--- src/rtl/gpio_apb_ctrl.sv ---
// gpio_apb_ctrl: parametrised APB GPIO controller with synchronised inputs and edge interrupts
module gpio_apb_ctrl #(
    parameter int NUM_PORTS   = 2,
    parameter int PORT_W      = 32,
    parameter int SYNC_STAGES = 2
) (
    input  logic                          apb_pclk,
    input  logic                          apb_prstn,
    input  logic                          apb_psel,
    input  logic                          apb_penable,
    input  logic                          apb_pwrite,
    input  logic [31:0]                   apb_paddr,
    input  logic [31:0]                   apb_pwdata,
    output logic [31:0]                   apb_prdata,
    input  logic [NUM_PORTS*PORT_W-1:0]   gpio_i,
    output logic [NUM_PORTS*PORT_W-1:0]   gpio_o,
    output logic [NUM_PORTS*PORT_W-1:0]   gpio_oe,
    output logic                          irq
);
    localparam int N = NUM_PORTS * PORT_W;
    typedef logic [NUM_PORTS-1:0][PORT_W-1:0] bank_t;

    bank_t oe_q, oe_d, out_q, out_d, ie_q, ie_d, edg_q, edg_d;
    bank_t both_q, both_d, is_q, is_d, prev_q, prev_d;
    bank_t in_v, rise, fall, hit;
    logic [SYNC_STAGES-1:0][N-1:0] sync_q, sync_d;
    logic [2:0] warm_q, warm_d;
    logic [NUM_PORTS-1:0] sa, sb;
    logic wr, rd, warm_done, sel_a, sel_b, unused;
    logic [1:0] bank, regi;
    logic [PORT_W-1:0] wd;
    logic [31:0] rdata;

    assign wr        = apb_psel & apb_penable & apb_pwrite;
    assign rd        = apb_psel & apb_penable & ~apb_pwrite;
    assign sel_a     = apb_paddr[7:6] == 2'b01 && apb_paddr[1:0] == 2'b00;
    assign sel_b     = apb_paddr[7:6] == 2'b10 && apb_paddr[1:0] == 2'b00;
    assign bank      = apb_paddr[5:4];
    assign regi      = apb_paddr[3:2];
    assign wd        = apb_pwdata[PORT_W-1:0];
    assign unused    = ^apb_paddr[31:8];
    assign warm_done = warm_q == 3'(SYNC_STAGES + 1);
    assign in_v      = sync_q[SYNC_STAGES-1];
    assign rise      = in_v & ~prev_q;
    assign fall      = ~in_v & prev_q;
    // Masked during warm-up so pins already high at reset release raise no edge
    assign hit       = warm_done ? ((both_q & (rise | fall)) | (~both_q & ((edg_q & rise) | (~edg_q & fall)))) : '0;

    always_comb begin
        oe_d   = oe_q;
        out_d  = out_q;
        ie_d   = ie_q;
        edg_d  = edg_q;
        both_d = both_q;
        is_d   = is_q;
        rdata  = '0;
        prev_d = in_v;
        warm_d = warm_done ? warm_q : warm_q + 3'd1;
        sync_d[0] = gpio_i;
        for (int i = 1; i < SYNC_STAGES; i++) sync_d[i] = sync_q[i-1];
        for (int p = 0; p < NUM_PORTS; p++) begin
            sa[p]     = sel_a && bank == 2'(p);
            sb[p]     = sel_b && bank == 2'(p);
            oe_d[p]   = (wr && sa[p] && regi == 2'd0) ? wd : oe_q[p];
            out_d[p]  = (wr && sa[p] && regi == 2'd1) ? wd :
                        (wr && sa[p] && regi == 2'd3) ? out_q[p] ^ wd : out_q[p];
            ie_d[p]   = (wr && sb[p] && regi == 2'd0) ? wd : ie_q[p];
            edg_d[p]  = (wr && sb[p] && regi == 2'd1) ? wd : edg_q[p];
            both_d[p] = (wr && sb[p] && regi == 2'd2) ? wd : both_q[p];
            is_d[p]   = (is_q[p] & ~((wr && sb[p] && regi == 2'd3) ? wd : '0)) | hit[p];
            if (rd && sa[p])
                rdata = regi == 2'd0 ? 32'(oe_q[p]) : regi == 2'd1 ? 32'(out_q[p]) :
                        regi == 2'd2 ? 32'(in_v[p]) : '0;
            if (rd && sb[p])
                rdata = regi == 2'd0 ? 32'(ie_q[p]) : regi == 2'd1 ? 32'(edg_q[p]) :
                        regi == 2'd2 ? 32'(both_q[p]) : 32'(is_q[p]);
        end
    end

    always_ff @(posedge apb_pclk or negedge apb_prstn) begin
        if (!apb_prstn) begin
            oe_q   <= '0;
            out_q  <= '0;
            ie_q   <= '0;
            edg_q  <= '0;
            both_q <= '0;
            is_q   <= '0;
            prev_q <= '0;
            sync_q <= '0;
            warm_q <= '0;
        end else begin
            oe_q   <= oe_d;
            out_q  <= out_d;
            ie_q   <= ie_d;
            edg_q  <= edg_d;
            both_q <= both_d;
            is_q   <= is_d;
            prev_q <= prev_d;
            sync_q <= sync_d;
            warm_q <= warm_d;
        end
    end

    assign apb_prdata = rdata;
    assign gpio_o     = out_q;
    assign gpio_oe    = oe_q;
    assign irq        = |(is_q & ie_q);
endmodule

--- config.mk ---
export PLATFORM = sky130hd
export DESIGN_NAME = gpio_apb_ctrl
export DESIGN_NICKNAME = d
export VERILOG_FILES = /design/src/rtl/gpio_apb_ctrl.sv
export SDC_FILE = /design/constraint.sdc
export NUM_CORES = 1
export LEC_CHECK = 0
export CORE_MARGIN = 2
export CORE_UTILIZATION = 40
export CTS_CLUSTER_DIAMETER = 80
export CTS_CLUSTER_SIZE = 16
export DETAILED_ROUTE_END_ITERATION = 6
export PLACE_DENSITY = 0.57
export SLEW_MARGIN = 40
export SYNTH_ARGS = -nofsm -noshare
export SYNTH_HDL_FRONTEND = slang
export SYNTH_SLANG_ARGS = --single-unit
--- constraint.sdc ---
create_clock -name apb_pclk -period 4.14 [get_ports apb_pclk]
set_input_delay 0.414 -clock apb_pclk [delete_from_list [all_inputs] [get_ports apb_pclk]]
set_output_delay 0.414 -clock apb_pclk [all_outputs]
set_load 0.005 [all_outputs]
==> impl_summary.log <==
[metrics] via count of the first global-routing pass: 18,900
[metrics] Post-Route Skew: 0.0237 ns
[metrics] power density over the cells: 339 nW/um2
[metrics] overflow left after global routing: 0
[metrics] cell area after placement: 31,000 um2
[metrics] max-slew violation count: 0
[metrics] TritonCTS clock tree: built
[metrics] xor/xnor share of the synthesized area: 0.0210
[metrics] gp weighted congestion: 0.781
[metrics] fraction of final layout cells with drive strength greater than 1: 0.185
[metrics] via-per-instance ratio: 5.56
[metrics] status: finished clean
[metrics] hold buffer count at cts: 1
[metrics] row count: 95
[metrics] crit-path cells: a22o_1, a221oi_1, nand4_1, or4_1, clkdlybuf4s50_1
[metrics] initial antenna violation count: 3
[metrics] post-detail-place hpwl: 53,500 um
[metrics] DRC marker count from the first detailed-route iteration: 1,379
[metrics] Slew @ Worst Pin: 0.824 ns
[metrics] number of sinks handled by clock tree synthesis: 579
[metrics] placeable core region: 67,200 um2
[metrics] multiplexer area fraction after synthesis: 0.187
[metrics] synthesized instance count: 2,145
[metrics] mapped cell area: 27,200 um2
[metrics] fraction of registers with async set or reset after synthesis: 1.00
[metrics] total of flip-flops plus latches after synthesis: 579
[metrics] Worst path slowest cell: sky130_fd_sc_hd__a221oi_1
[metrics] IO Port Bufs: 269
[metrics] largest family of logic cells by synthesized area: multiplexers
[metrics] final-layout setup total negative slack: 0 ns
[metrics] Yosys warning count: 0
[metrics] launching element type of the critical path: register
[metrics] Die Span X: 265 um
[metrics] critical path start-end classification: register to output port
[metrics] Worst-path clk slew: 0.08 ns
[metrics] IR drop worst, VDD: 0.222 mV
[metrics] maximum clock frequency: 275 MHz
[metrics] Overall Global Routing Usage: 0.233
[metrics] final-stage net count: 2,639
[metrics] post-CTS repair timing setup buffer count: 0
[metrics] final hold violations: 0
[metrics] pin count of the biggest net entering global routing: 110
[metrics] WP data arrival: 3.22 ns
[metrics] total power: 10.9 mW
[metrics] die footprint: 70,000 um2
[metrics] biggest area contributors in the synthesized netlist: sky130_fd_sc_hd__dfrtp_1 53%, sky130_fd_sc_hd__mux2_2 9.2%, sky130_fd_sc_hd__ha_1 6.0%
[metrics] number of diodes: 0
[metrics] antenna viol nets, final: 0
[metrics] area share of the largest cell type after synthesis: 0.533
[metrics] final worst-path cycle share: 0.878
[metrics] endpoint kind of the worst setup timing path: output port
[metrics] Starting Density: 0.405
[metrics] number of unique standard cell types used by synthesis: 47
[metrics] DRT Wirelength: 81,000 um
[metrics] Max Cap Violations: 0
[metrics] area growth from synthesis to layout: 18.6%
[metrics] synthesized-area fraction occupied by ao, oa, aoi and oai cells: 0.0974
[metrics] synthesized area per cell: 12.7 um2
[metrics] post-route cell area: 32,200 um2
[metrics] H-tree depth: 2
[metrics] worst slew margin relative to its limit: 0.451
[metrics] dominant register cell in the synthesized netlist: sky130_fd_sc_hd__dfrtp_1
[metrics] Period minus WS final: 3.63 ns
[metrics] buffer depth of the longest clock path: 3
[metrics] via count: 18,100
[metrics] global-route wire length before repair: 123,000 um
[metrics] Resize count post-CTS: 0
[metrics] CTS buffer count: 44
[metrics] data required time at the worst endpoint: 3.73 ns
[metrics] routed wirelength normalized by instance count: 24.9 um
[metrics] adder and majority cell fraction of the synthesized area: 0.0599
[metrics] detailed-router iteration count before antenna repair: 5
[metrics] unrepaired setup endpoints after global routing: no
[metrics] number of top-level design ports: 294
[metrics] # DRC: 0
[metrics] clock latency on the worst-skew pair: 0.59 ns
[metrics] count of final setup violators: 0
[metrics] Post-Syn Nets: 2,408
[metrics] sequential fraction of the synthesis area: 0.533
[metrics] simple logic cell fraction of the synthesized area: 0.0608
[metrics] Vert. Die Dim: 265 um
[metrics] EDFF count, synth: 0
[metrics] largest stage delay on the critical path: 0.66 ns
[metrics] Hold Path Class: input port to register
[metrics] worst-path fanout max: 3
[metrics] CTS root buffer: sky130_fd_sc_hd__clkbuf_16
[metrics] cell type with the largest total area after synthesis: sky130_fd_sc_hd__dfrtp_1
[metrics] leakage power of the design: 14.8 nW
-- final timing paths --
| path | startpoint | end | slack, ns | cells past startpoint |
|---|---|---|---|---|
| min in group asynchronous | apb_prstn | gpio_oe[10]$_DFFE_PN0P_ | 0.32 | 2 |
| min | gpio_i[26] | sync_d[90]$_DFF_PN0_ | 0.25 | 1 |
| max in group asynchronous | apb_prstn | in_v[57]$_DFF_PN0_ | 2.52 | 4 |
| min reg2reg | sync_d[102]$_DFF_PN0_ | in_v[38]$_DFF_PN0_ | 0.34 | 0 |
| max reg2reg | warm_q[0]$_DFFE_PN0N_ | is_q[17]$_DFF_PN0_ | 2.13 | 4 |
| max | ie_q[49]$_DFFE_PN0P_ | irq | 0.51 | 5 |
-- registers in the layout, summed over array words and instances, names as in the netlist --
name,flops
is_q,64
ie_q,64
gpio_oe,64
sync_d,64
edg_q,64
prev_q,64
warm_q,3
in_v,64
gpio_o,64
both_q,64
-- metrics by stage --
| step | util | setup slack (ns) | hold WS [ns] | std cells |
|---|---|---|---|---|
| 2_1_floorplan | - | 2.00 | 0.118 | 2145 |
| 3_3_place_gp | 0.461 | 0.712 | 0.333 | 3201 |
| 3_5_place_dp | 0.461 | 0.669 | 0.335 | 3201 |
| 4_1_cts | 0.479 | 0.435 | 0.220 | 3258 |
| 5_1_grt | 0.480 | 0.360 | 0.229 | 3259 |
| 6_report | 0.480 | 0.506 | 0.249 | 3259 |
-- layout make-up --
type	count	area, um2
fill	5910	34900
sequential	579	14500
multi-input combinational	1297	11700
timing repair buffer	325	3270
clock buffer	48	1140
tap	873	1090
inverter	129	484
clock inverter	8	82.6
-- cell usage after synthesis, types with 2 or more instances --
cell                        instances
sky130_fd_sc_hd__inv_1            129
sky130_fd_sc_hd__mux2_1             5
sky130_fd_sc_hd__buf_6              3
sky130_fd_sc_hd__a22o_1            80
sky130_fd_sc_hd__mux4_2            64
sky130_fd_sc_hd__or4_1              2
sky130_fd_sc_hd__o21ai_0           18
sky130_fd_sc_hd__nor2_1            21
sky130_fd_sc_hd__mux2i_1           64
sky130_fd_sc_hd__nand2b_1           3
sky130_fd_sc_hd__a22oi_1           15
sky130_fd_sc_hd__and4_1             2
sky130_fd_sc_hd__o22ai_1           32
sky130_fd_sc_hd__a211oi_1          64
sky130_fd_sc_hd__nor4_2             2
sky130_fd_sc_hd__buf_2             50
sky130_fd_sc_hd__and2_0             3
sky130_fd_sc_hd__nand4_1            6
sky130_fd_sc_hd__ha_1             130
sky130_fd_sc_hd__nor3_2             2
sky130_fd_sc_hd__a31oi_1           17
sky130_fd_sc_hd__mux2_2           222
sky130_fd_sc_hd__dfrtp_1          579
sky130_fd_sc_hd__nor2b_1           66
sky130_fd_sc_hd__buf_1              9
sky130_fd_sc_hd__mux2_4            30
sky130_fd_sc_hd__nand3_1            4
sky130_fd_sc_hd__o2bb2ai_1         47
sky130_fd_sc_hd__and3_1             2
sky130_fd_sc_hd__a21oi_1           79
sky130_fd_sc_hd__clkbuf_1          77
sky130_fd_sc_hd__and2_1            14
sky130_fd_sc_hd__xor2_1            64
sky130_fd_sc_hd__nand2_1          212
sky130_fd_sc_hd__a221oi_1          16
-- layout by cell type, fill, tap and decap left out, drive strengths merged, types with 3 or more instances in the layout --
cell type	instances
clkdlybuf4s50	266
mux2	257
nand3	4
dfrtp	579
a22oi	15
buf	57
mux4	64
a21oi	79
nand2	212
o21ai	18
clkinv	5
xor2	64
a31oi	17
clkbuf	49
nor2b	66
nor2	21
mux2i	64
ha	130
inv	131
o2bb2ai	47
and2	17
nand4	6
nor4	3
nor3	3
o22ai	32
a22o	80
nand2b	3
a221oi	16
a211oi	64
-- cells by family (layout without fill, tap and decap cells) --
group                    after synthesis  in the layout
XOR/XNOR                              65             65
multiplexers                         385            385
flip-flops                           579            579
AO/OA/AOI/OAI                        369            369
buffers and inverters                269            510
AND/OR/NAND/NOR                      348            348
adder cells (fa/ha/maj)              130            130
-- power by group --
group	total (mW)	internal [mW]	switching, mW	leakage (nW)
combinational	0.901	0.412	0.489	6.87
clock	4.09	2.02	2.07	0.603
sequential	5.94	5.80	0.135	7.28
total	10.9	8.23	2.69	14.8
-- per-layer routing --
layer  share of wire  wire [um]  global-route usage  vias to the layer above
met5               0          0                   0                        -
met1            0.45      36100               0.328                     9433
li1                -          -                   -                     8027
met2            0.46      37100               0.363                      572
met3           0.070       5640              0.0488                      101
met4           0.027       2210              0.0697                        0
-- critical path: cells and delay by family, from the launching register on --
family | cells | cell delay [ns]
compound gates | 2 | 1.00
simple gates | 2 | 0.72
buf+inv | 1 | 0.50
flops | 1 | 0.40
No activity file was read; power rests on OpenSTA's default activity.
